## src/rtl/ctrl_secuenciador_pkg.sv

```systemverilog
// ctrl_secuenciador_pkg: opcodes, ALU selects, FSM states and control word shared by the sequencer.
package ctrl_secuenciador_pkg;
    localparam logic [3:0] OP_NOP   = 4'h0;
    localparam logic [3:0] OP_LIT   = 4'h1;
    localparam logic [3:0] OP_IN    = 4'h2;
    localparam logic [3:0] OP_OUT   = 4'h3;
    localparam logic [3:0] OP_ADDI  = 4'h4;
    localparam logic [3:0] OP_SUBI  = 4'h5;
    localparam logic [3:0] OP_NANDI = 4'h6;
    localparam logic [3:0] OP_CMPI  = 4'h7;
    localparam logic [3:0] OP_JMP   = 4'h8;
    localparam logic [3:0] OP_JC    = 4'h9;
    localparam logic [3:0] OP_JNC   = 4'hA;
    localparam logic [3:0] OP_JZ    = 4'hB;
    localparam logic [3:0] OP_JNZ   = 4'hC;

    localparam logic [2:0] SEL_PASSA = 3'b000;
    localparam logic [2:0] SEL_SUB   = 3'b001;
    localparam logic [2:0] SEL_PASSB = 3'b010;
    localparam logic [2:0] SEL_ADD   = 3'b011;
    localparam logic [2:0] SEL_NAND  = 3'b100;

    typedef enum logic [1:0] {FETCH, EXEC, JUMP} state_t;

    typedef struct packed {
        logic [2:0] sel;
        logic       en_acu;
        logic       oe_oprnd;
        logic       oe_in;
        logic       en_out;
        logic       upd_flags;
    } ctrl_t;

    function automatic logic is_jump(input logic [3:0] op);
        return (op >= OP_JMP) && (op <= OP_JNZ);
    endfunction
endpackage

```

## src/rtl/ctrl_secuenciador_decodificador.sv

```systemverilog
// ctrl_decodificador: combinational map from opcode to the EXEC-cycle control word.
module ctrl_decodificador
    import ctrl_secuenciador_pkg::*;
(
    input  logic [3:0] opcode_i,
    output ctrl_t      ctrl_o
);
    always_comb begin
        ctrl_o = '0;
        case (opcode_i)
            OP_LIT:   ctrl_o = '{sel: SEL_PASSB, en_acu: 1'b1, oe_oprnd: 1'b1, oe_in: 1'b0, en_out: 1'b0, upd_flags: 1'b1};
            OP_IN:    ctrl_o = '{sel: SEL_PASSB, en_acu: 1'b1, oe_oprnd: 1'b0, oe_in: 1'b1, en_out: 1'b0, upd_flags: 1'b1};
            OP_OUT:   ctrl_o = '{sel: SEL_PASSA, en_acu: 1'b0, oe_oprnd: 1'b0, oe_in: 1'b0, en_out: 1'b1, upd_flags: 1'b0};
            OP_ADDI:  ctrl_o = '{sel: SEL_ADD,   en_acu: 1'b1, oe_oprnd: 1'b1, oe_in: 1'b0, en_out: 1'b0, upd_flags: 1'b1};
            OP_SUBI:  ctrl_o = '{sel: SEL_SUB,   en_acu: 1'b1, oe_oprnd: 1'b1, oe_in: 1'b0, en_out: 1'b0, upd_flags: 1'b1};
            OP_NANDI: ctrl_o = '{sel: SEL_NAND,  en_acu: 1'b1, oe_oprnd: 1'b1, oe_in: 1'b0, en_out: 1'b0, upd_flags: 1'b1};
            // CMPI runs the subtract only for its flags
            OP_CMPI:  ctrl_o = '{sel: SEL_SUB,   en_acu: 1'b0, oe_oprnd: 1'b1, oe_in: 1'b0, en_out: 1'b0, upd_flags: 1'b1};
            default:  ctrl_o = '0;
        endcase
    end
endmodule

```

## src/rtl/ctrl_secuenciador.sv

```systemverilog
// ctrl_secuenciador: fetch/decode sequencer driving the ALU/accumulator controls.
// Owns the PC, instruction register, Carry/Zero flags and the FETCH/EXEC/JUMP FSM.
module ctrl_secuenciador
    import ctrl_secuenciador_pkg::*;
#(
    parameter int              PC_W     = 12,
    parameter logic [PC_W-1:0] RESET_PC = '0
) (
    input  logic            clk4,
    input  logic            reset4,
    input  logic [7:0]      rom_data,
    input  logic            alu_carry,
    input  logic            alu_zero,
    output logic [PC_W-1:0] pc_addr,
    output logic [3:0]      oprnd,
    output logic [2:0]      alu_select,
    output logic            en_acu,
    output logic            oe_oprnd,
    output logic            oe_in,
    output logic            en_out,
    output logic            flag_c,
    output logic            flag_z,
    output logic            phase
);
    state_t          state_q, state_d;
    logic [PC_W-1:0] pc_q, pc_d;
    logic [7:0]      instr_q, instr_d;
    logic            fc_q, fc_d, fz_q, fz_d;
    ctrl_t           dec, ctrl;
    logic [3:0]      op;
    logic            taken;

    assign op = instr_q[7:4];

    ctrl_decodificador u_dec (
        .opcode_i(op),
        .ctrl_o  (dec)
    );

    assign taken = (op == OP_JMP) || (op == OP_JC && fc_q) || (op == OP_JNC && !fc_q)
                || (op == OP_JZ && fz_q) || (op == OP_JNZ && !fz_q);

    always_ff @(posedge clk4 or posedge reset4) begin
        if (reset4) begin
            state_q <= FETCH;
            pc_q    <= RESET_PC;
            instr_q <= 8'h00;
            fc_q    <= 1'b0;
            fz_q    <= 1'b0;
        end else begin
            state_q <= state_d;
            pc_q    <= pc_d;
            instr_q <= instr_d;
            fc_q    <= fc_d;
            fz_q    <= fz_d;
        end
    end

    always_comb begin
        state_d = FETCH;
        pc_d    = pc_q;
        instr_d = instr_q;
        fc_d    = fc_q;
        fz_d    = fz_q;
        case (state_q)
            FETCH: begin
                instr_d = rom_data;
                pc_d    = pc_q + PC_W'(1);
                state_d = is_jump(rom_data[7:4]) ? JUMP : EXEC;
            end
            EXEC: begin
                fc_d = dec.upd_flags ? alu_carry : fc_q;
                fz_d = dec.upd_flags ? alu_zero : fz_q;
            end
            // rom_data now carries the low target byte
            JUMP: pc_d = taken ? PC_W'({instr_q[3:0], rom_data}) : pc_q + PC_W'(1);
            default: state_d = FETCH;
        endcase
    end

    assign ctrl       = (state_q == EXEC) ? dec : '0;
    assign pc_addr    = pc_q;
    assign oprnd      = instr_q[3:0];
    assign alu_select = ctrl.sel;
    assign en_acu     = ctrl.en_acu;
    assign oe_oprnd   = ctrl.oe_oprnd;
    assign oe_in      = ctrl.oe_in;
    assign en_out     = ctrl.en_out;
    assign flag_c     = fc_q;
    assign flag_z     = fz_q;
    assign phase      = (state_q != FETCH);
endmodule

```

## config.mk

```make
export PLATFORM = sky130hd
export DESIGN_NAME = ctrl_secuenciador
export DESIGN_NICKNAME = d
export VERILOG_FILES = /design/src/rtl/ctrl_secuenciador_pkg.sv /design/src/rtl/ctrl_secuenciador_decodificador.sv /design/src/rtl/ctrl_secuenciador.sv
export SDC_FILE = /design/constraint.sdc
export NUM_CORES = 1
export LEC_CHECK = 0
export CAP_MARGIN = 25
export CORE_UTILIZATION = 44
export DETAILED_ROUTE_END_ITERATION = 10
export GPL_TIMING_DRIVEN = 0
export PLACE_DENSITY = 0.75
export SLEW_MARGIN = 20
export SYNTH_ARGS = -nofsm -noshare
export SYNTH_HDL_FRONTEND = slang
export SYNTH_SLANG_ARGS = --single-unit
```

## constraint.sdc

```tcl
create_clock -name clk4 -period 1.9 [get_ports clk4]
set_clock_uncertainty 0.15 [all_clocks]
set_input_delay 0.285 -clock clk4 [delete_from_list [all_inputs] [get_ports clk4]]
set_output_delay 0.285 -clock clk4 [all_outputs]
set_load 0.1 [all_outputs]
```

Yosys cells after proc, flatten, opt, wreduce, memory -nomap -nowiden --
Cells that the tools add are included.
Word-level totals: flip-flop bits (word level) 24, latch bits 0, memory bits (writable) 0, bits in read-only memories 0, bits of input ports 12, output and inout bits 26, word-level logic and storage cells 43, memories kept 0
Operators by class: add/sub/neg operators 1, multiply operators 0, divide/modulo/power cells 0, $lt $le $gt $ge 2, equal/unequal tests 14, shift-type cells 0, multiplexer cells 6, bitwise logic cells 0, reduce and logical (&&, ||, !) cells 15
Operators with widths (count):
- $pmux 8 s7 | 1
- $pmux 12 s2 | 1
- $eq 4x4->1 const B | 5
- $eq 4x3->1 const B | 4
- $add 12x1->12 const B | 1
- $mux 12 | 1
- $eq 4x2->1 const B | 2
- $mux 8 | 1
- $logic_and 1x1->1 | 5
- $eq 4x1->1 const B | 1
- $ge 4x4->1 const B | 1
- $le 4x4->1 const B | 1
- $logic_or 1x1->1 | 4
- $mux 2 | 2
- $reduce_bool 2->1 | 2
- $eq 2x1->1 const B | 1
- $eq 2x2->1 const B | 1
- $logic_not 1->1 | 2
- $logic_not 2->1 | 1
- $reduce_and 2->1 | 1

Depth between registers and ports, before layout --
Gate-level depths: netlist (run 1).
depth after elaboration 8, depth in mapped cells 6, mapped depth without buffers 5

Modules after synthesis --
From an unflattened synthesis (run 1), not the netlist that was laid out.
Second synthesis, totals: cells, all modules 169, area, all modules 1502.7 um^2
Modules (own cells, without submodules):
- ctrl_secuenciador | instances 1, cells each 153, area an instance 1410.1 um^2, seq. area each 600.6 um^2
- ctrl_decodificador | instances 1, cells each 16, area an instance 92.6 um^2, seq. area each 0.0 um^2

Worst setup path after synthesis (run 1) --
No wires, ideal clock.
path type register to output, start register state_q[0], end output port en_acu, arrival time 3.354 ns, slack -1.889 ns, cell stages (with the launch flop) 6, buffers on the path 2, path through dfrtp_1 > buf_2 > inv_1 > clkbuf_1 > or3_1 > nor3b_1
Between the ends: longest elaborated chain between the ends 2
Ends and longest elaborated chain:
- start, declared | RTL line ctrl_secuenciador.sv:25 | state_t state_q, state_d;
- start signal, assigned | RTL line ctrl_secuenciador.sv:51 | state_q <= state_d;
- $eq 2x1->1 | RTL line ctrl_secuenciador.sv:81 | assign ctrl = (state_q == EXEC) ? dec : '0;
- $mux 8 | RTL line ctrl_secuenciador.sv:81
- end, declared | RTL line ctrl_secuenciador.sv:17 | output logic en_acu,
No other way between the ends.

Final worst setup path (run 1) --
Ends and elaborated chain as after synthesis.

==> impl_summary.md, run 1 <==
Worst setup path
The worst-path maximum fanout is 5. The worst setup path is of the flop to output port kind. The startpoint of the worst-slack reg-to-reg timing path is flag_c. The worst setup path is launched from a flop. The number of cells on the worst reg-to-reg path is 4. The worst setup path is captured at an output port. The required time reported for the critical path endpoint is 1.46 ns. The setup slack on the worst flop-to-flop path is -0.13 ns.

The reg-to-reg endpoint is pc_addr[9]. STA puts the critical path data arrival time at 1.76 ns.

Timing
The final count of hold timing violations came to 0. The final hold slack is 0.139 ns. Setup repair after global routing could not meet its margin everywhere. The worst slew slack as a fraction of its limit is 63.6%. The minimum clock period after layout is 2.20 ns. Once routing completed, OpenROAD measured the worst setup slack at -0.297 ns. The count of pins over their slew limit was 0. After routing, the total negative slack on setup checks comes to -2.55 ns. Derived from the worst setup path, the maximum achievable clock frequency is 0.455 GHz. Setup violations remaining at the end of the flow were counted as 18. The transition time at the pin with the least slew margin is 0.549 ns.

The share of the clock period used by the worst path after layout is 116%.

Global route
The all-layer global routing usage is 23.6%. Global routing finished with a remaining overflow of 0. Entering global routing, the biggest net connects 25 pins.

The number of antenna violations at the first check in global routing is 0. The first global-routing pass estimated 6510 um of wire. The number of global-route vias before repair was 1377.

Placed design
Summed over all nets, the half-perimeter wirelength after detailed placement is 2870 um. The weighted congestion reported at the end of routability-driven placement is 0.944. After detailed placement, the design holds a cell count of 246. Timing analysis after detailed placement gives a worst setup slack of -0.999 ns. The number of buffers added on ports is 37.

Logic synthesis
By area the synthesized netlist is led by sky130_fd_sc_hd__dfrtp_1 (38%), sky130_fd_sc_hd__nand2_1 (5.0%), sky130_fd_sc_hd__a2111oi_2 (3.8%). The most used flip-flop cell after synthesis is sky130_fd_sc_hd__dfrtp_1. Synthesis inferred 24 register bits.

The number of enable-type register cells in the synthesized netlist is 0. After synthesis, flip-flops and latches occupy 38.4% of the total area. The mean cell area of the mapped netlist is 9.59 um^2. Summing every instance area after synthesis gives 1560 um^2. The net count of the mapped netlist is 176. The share of synthesized registers carrying an async set or reset is 100%.

The number of standard cells after synthesis is 163. The unique cell type count in the Yosys netlist is 47. The fraction of post-synthesis cell area in the top cell type by area is 38.4%. sky130_fd_sc_hd__dfrtp_1 takes more of the synthesized area than any other cell. The count of synthesis-stage warnings from yosys is 0.

Routing
The wire length reported by the detailed router is 4270 um. The number of design rule violations left after detail routing is 0. The count of nets left with antenna violations once routing finished came out at 0. The detailed-routing iteration count for the pre-antenna-repair pass is 4.

The per-cell routed wire length is 16.1 um. The mean number of vias per cell is 5.75. In this run, the number of DRC markers left after iteration 0 of detailed routing was 41. The via count is 1524.

Worst hold path
The class of the tightest hold or removal check is input pin to async pin.

Floorplanning
The core region is 3360 um^2. During I/O placement, the number of pins put on the boundary was 38. The initial cell density of the core is 46.5%. The area enclosed by the die boundary is 3790 um^2. The row count is 21. The floorplan die height is 61.6 um. From left edge to right edge, the die measures 61.6 um.

CTS
For this design, the CTS-stage hold fixing added 0 buffers. CTS built an H-tree with a depth of 1. Clock-pin slew was measured on the worst setup and hold paths at 0.13 ns.

Buffers inserted during clock tree synthesis total 3. TritonCTS built the clock tree. The tree is rooted in a sky130_fd_sc_hd__clkbuf_4. Clock latency on the worst-skew pair, taken at its later pin, is 0.31 ns.

Counting every sink on the clock net gives 24. The maximum count of clock buffers along a single path is 2.

Power and ir drop
The leakage power summed over all cells is 0.950 nW. Dividing total power by cell area gives a power density of 1800 nW/um^2. VDD sags by at most 1070 uV.

Cells and area
The number of nets at the end of the flow is 233. The count of antenna diodes in the layout is 0. In the final layout, the share of cells above drive strength 1 is 47.0%. Relative to the synthesized area, the layout overhead comes to 54.7%.

The finished layout holds 265 standard cells, fillers aside.

Status
The run finished, with violations left. The checks that failed: setup timing.

Flow run
The max capacitance violation total is 0.
## layout by cell type, fill, tap and decap left out, types with 6 or more instances in the layout
master / instances
sky130_fd_sc_hd__inv_1: 6
sky130_fd_sc_hd__buf_4: 10
sky130_fd_sc_hd__dfrtp_1: 14
sky130_fd_sc_hd__o21ai_0: 8
sky130_fd_sc_hd__clkdlybuf4s50_1: 11
sky130_fd_sc_hd__buf_12: 6
sky130_fd_sc_hd__buf_6: 11
sky130_fd_sc_hd__clkdlybuf4s15_2: 16
sky130_fd_sc_hd__nand2_1: 20
sky130_fd_sc_hd__dfrtp_2: 9
## metal layers
metal	share of wire, %	wire length, um	track usage [%]	vias up
met2	51	2160	37.6	50
met3	3.8	161	2.73	8
li1	-	-	-	731
met5	0	0	0	-
met1	44	1900	32.9	735
met4	1.2	52	8.89	0
## flip-flops by register name, indices dropped and copies added, names as in the netlist
name	count
flag_c	1
pc_addr	12
state_q	2
flag_z	1
instr_q	8
## critical path, cell delays in order (launching register included)
cell	delay (ns)
sky130_fd_sc_hd__dfrtp_1	0.36
sky130_fd_sc_hd__buf_6	0.11
sky130_fd_sc_hd__inv_4	0.03
sky130_fd_sc_hd__buf_8	0.10
sky130_fd_sc_hd__or3_4	0.40
sky130_fd_sc_hd__nor3b_4	0.23
sky130_fd_sc_hd__buf_12	0.20
## metrics by stage
step / util [%] / area (um^2) / power, W
2_1_floorplan: - / 1660 / 0.00306
3_3_place_gp: 62.1 / 2090 / 0.00361
3_5_place_dp: 62.1 / 2090 / 0.00365
4_1_cts: 68.0 / 2290 / 0.00407
5_1_grt: 71.9 / 2420 / 0.00455
6_report: 71.9 / 2420 / 0.00435
## power breakdown
group | total [W] | leakage (nW) | internal (W) | switching [W]
sequential | 0.000945 | 0.263 | 0.000704 | 0.000241
clock | 0.000232 | 0.0150 | 0.0000820 | 0.000150
combinational | 0.00317 | 0.673 | 0.00109 | 0.00208
total | 0.00435 | 0.950 | 0.00188 | 0.00247
## cells in the mapped netlist (all sizes together) (3+ instances only)
library cell	number
clkbuf	3
nand4	3
o22ai	4
o221a	4
nand2	21
and3	3
and2	5
o41ai	5
inv	8
nor2	10
nand3	4
o21ai	9
a311o	4
dfrtp	24
buf	10
mux2	6
a2111oi	4
nor3	6
## layout make-up
class,count,area [um^2]
Fill cell,265,946
Buffer,13,104
Sequential cell,24,616
Timing Repair Buffer,52,586
Tap cell,46,57.6
Clock buffer,4,26.3
Multi-Input combinational cell,118,996
Inverter,8,32.5
## what timing repair did
item / 4_1_cts / 5_1_grt
endpoints found under the setup margin: 34 / 22
gates resized for setup: 125 / 19
buffers inserted: 7 / 6
gates cloned: 1 / 0
pin swaps: 7 / 9
## how the worst max path moves through the flow
stage	start	slack [ns]	cells after the start	endpoint
2_1_floorplan	state_q[0]	-0.48	5	en_acu
3_3_place_gp	state_q[0]	-0.98	6	en_acu
3_5_place_dp	state_q[0]	-1.0	6	en_acu
4_1_cts	state_q[0]	-0.32	6	en_acu
5_1_grt	state_q[0]	-0.38	6	en_acu
6_report	state_q[0]	-0.30	6	en_acu
## cell families (layout without fill, tap and decap cells)
logic type	count (synthesis)	after routing	synth area share (%)
muxes	7	7	5.44
and+or+nand+nor	64	64	21.5
AOI/OAI and AO/OA	45	45	25.9
xor gates and xnor gates	1	1	0.561
adders and majority gates	1	1	0.801
buffers and inverters	21	77	7.29
DFF	24	24	38.4
Note: power is estimated with default switching activity, not from simulation.
==> inputs of run 2 (changes only) <==
--- a/config.mk
+++ b/config.mk
@@ -14,3 +14,4 @@
 export SYNTH_ARGS = -nofsm -noshare
 export SYNTH_HDL_FRONTEND = slang
 export SYNTH_SLANG_ARGS = --single-unit
+export TNS_END_PERCENT = 100
==> results of run 2 <==
No change in the layout: final DEF, timing and power equal those of run 1.
==> inputs of run 3 (changes only) <==
--- a/config.mk
+++ b/config.mk
@@ -7,6 +7,7 @@
 export LEC_CHECK = 0
 export CAP_MARGIN = 25
 export CORE_UTILIZATION = 44
+export CTS_CLUSTER_DIAMETER = 100
 export DETAILED_ROUTE_END_ITERATION = 10
 export GPL_TIMING_DRIVEN = 0
 export PLACE_DENSITY = 0.75
==> results of run 3 <==
No change in the layout: final DEF, timing and power equal those of run 1.
==> RTL change (flow settings as in run 3) <==
Set the parameter `PC_W` to 18 (it was 12).
--- a/src/rtl/ctrl_secuenciador.sv
+++ b/src/rtl/ctrl_secuenciador.sv
@@ -3,7 +3,7 @@
 module ctrl_secuenciador
     import ctrl_secuenciador_pkg::*;
 #(
-    parameter int              PC_W     = 12,
+    parameter int              PC_W     = 18,
     parameter logic [PC_W-1:0] RESET_PC = '0
 ) (
     input  logic            clk4,
Interface: changed (resized pc_addr); port bits go from 38 to 44. The function was not compared with the original's and may differ.
==> RTL change against run 3 <==
- the run still ends with negative setup slack left
- die area is 12% higher
- register-to-register slack worse by 0.06 ns
- count of clock-buffer cells in the layout is 3 higher
- cell count is 12% higher
- total power is 15% higher
- cell area is 20% higher
- synthesized area is 12% higher
- wire length is 28% higher
- critical path depth is 2 higher
- worst setup slack better by 0.11 ns
- sequential cell count is 6 higher
- first-iteration DRC count is 68% higher
==> RTL change: results (changes against run 3) <==
Clock network
  • Number of setup buffers added after CTS: 9 (+2)
  • Num CTS Buffers: 5 (+2)
  • Root Driver: clkbuf_8
  • Worst skew pair latency: 0.29 ns (-0.02 ns)

Route
  • Detailed Route WL: 5460 µm (+28%)
  • Initial DRC Count: 69 (+68%)

Outcome
  • Failing checks: negative setup slack
  • Outcome: finished with violations

Pwr
  • Peak supply drop: 1.67 mV (+55%)
  • PnR Total Power: 4.98 mW (+15%)
  • Flop pwr share: 24.8% (+3.1 points)
  • Sw frac: 54.6% (-2.2 points)
  • PD cells: 1720 nW/µm² (-4.4%)
  • Leakage: 1.20 nW (+26%)

Placed design
  • I/O Buffers: 43 (+16%)
  • RePlAce Congestion: 0.821 (-13%)
  • Dpl hpwl: 3310 µm (+15%)
  • Placed Instances: 268 (+8.9%)

STA
  • Slew HR: 35.6% (-28 points)
  • Final worst setup slack: -0.188 ns (+0.109 ns)
  • Final setup fails: 19 (+1)

Synth
  • Post-synth cell types: 39 (-17%)
  • Top area cells in the synthesized netlist: dfrtp_1, mux2_2, o22a_1
  • Sequential-to-total area share from yosys stat: 42.8% (+4.4 points)
  • Net Count, Synth: 190 (+8.0%)
  • Mux contribution to synthesized area: 12.9% (+7.5 points)
  • Gate count of the mapped netlist: 177 (+8.6%)
  • Post-synthesis xor/xnor area fraction: 3.00% (+2.4 points)
  • Post-synth top cells: dfrtp_1, mux2_2, nand2_1, nor2_1, nand3_1

Final layout
  • Final net count: 260 (+12%)
  • Post-route insts no fill: 296 (+12%)
  • Num sequential: 30 (+25%)
  • Max FFs per register: 18 (+6)
  • Fraction of area in multi-input gates: 38.0% (-3.2 points)
  • FF+latch area: 795 µm² (+29%)

Global routing
  • Largest net degree at the start of global routing: 31 (+24%)
  • First-pass GRT wire length: 8000 µm (+23%)
  • Tot GR Track Use: 25.3% (+1.7 points)

Critical path
  • Slowest CP cell: dfrtp_4
  • Arr. time, crit path: 2.07 ns (+0.31 ns)
==> RTL change: cell count changes after synthesis, sizes merged, moves of 5 or more <==
cell	change
nand3	+7
o41ai	-5
xor2	+5
nor2	+5
a21oi	+9
o22a	+8
mux2	+12
nand2	-6
dfrtp	+6
==> RTL change: per-layer routing <==
| layer | track usage (%) | share of wire [%] |
|---|---|---|
| met5 | 0 | 0 |
| met4 | 8.70 | 2.5 |
| met3 | 5.21 | 5.0 |
| met2 | 44.7 | 55 |
| met1 | 30.6 | 37 |
==> RTL change: path summary, 6_finish.rpt <==
| path | startpoint | slack [ns] | endpoint |
|---|---|---|---|
| setup / recovery | flag_c | -0.19 | pc_addr[6] |
| hold / removal | reset4 | 0.26 | pc_addr[17] |
| setup reg to reg | flag_c | -0.19 | pc_addr[6] |
| hold reg to reg | instr_q[3] | 0.41 | instr_q[3] |
| max in group asynchronous | reset4 | 0.86 | flag_c |
| min in group clk4 | instr_q[3] | 0.41 | instr_q[3] |
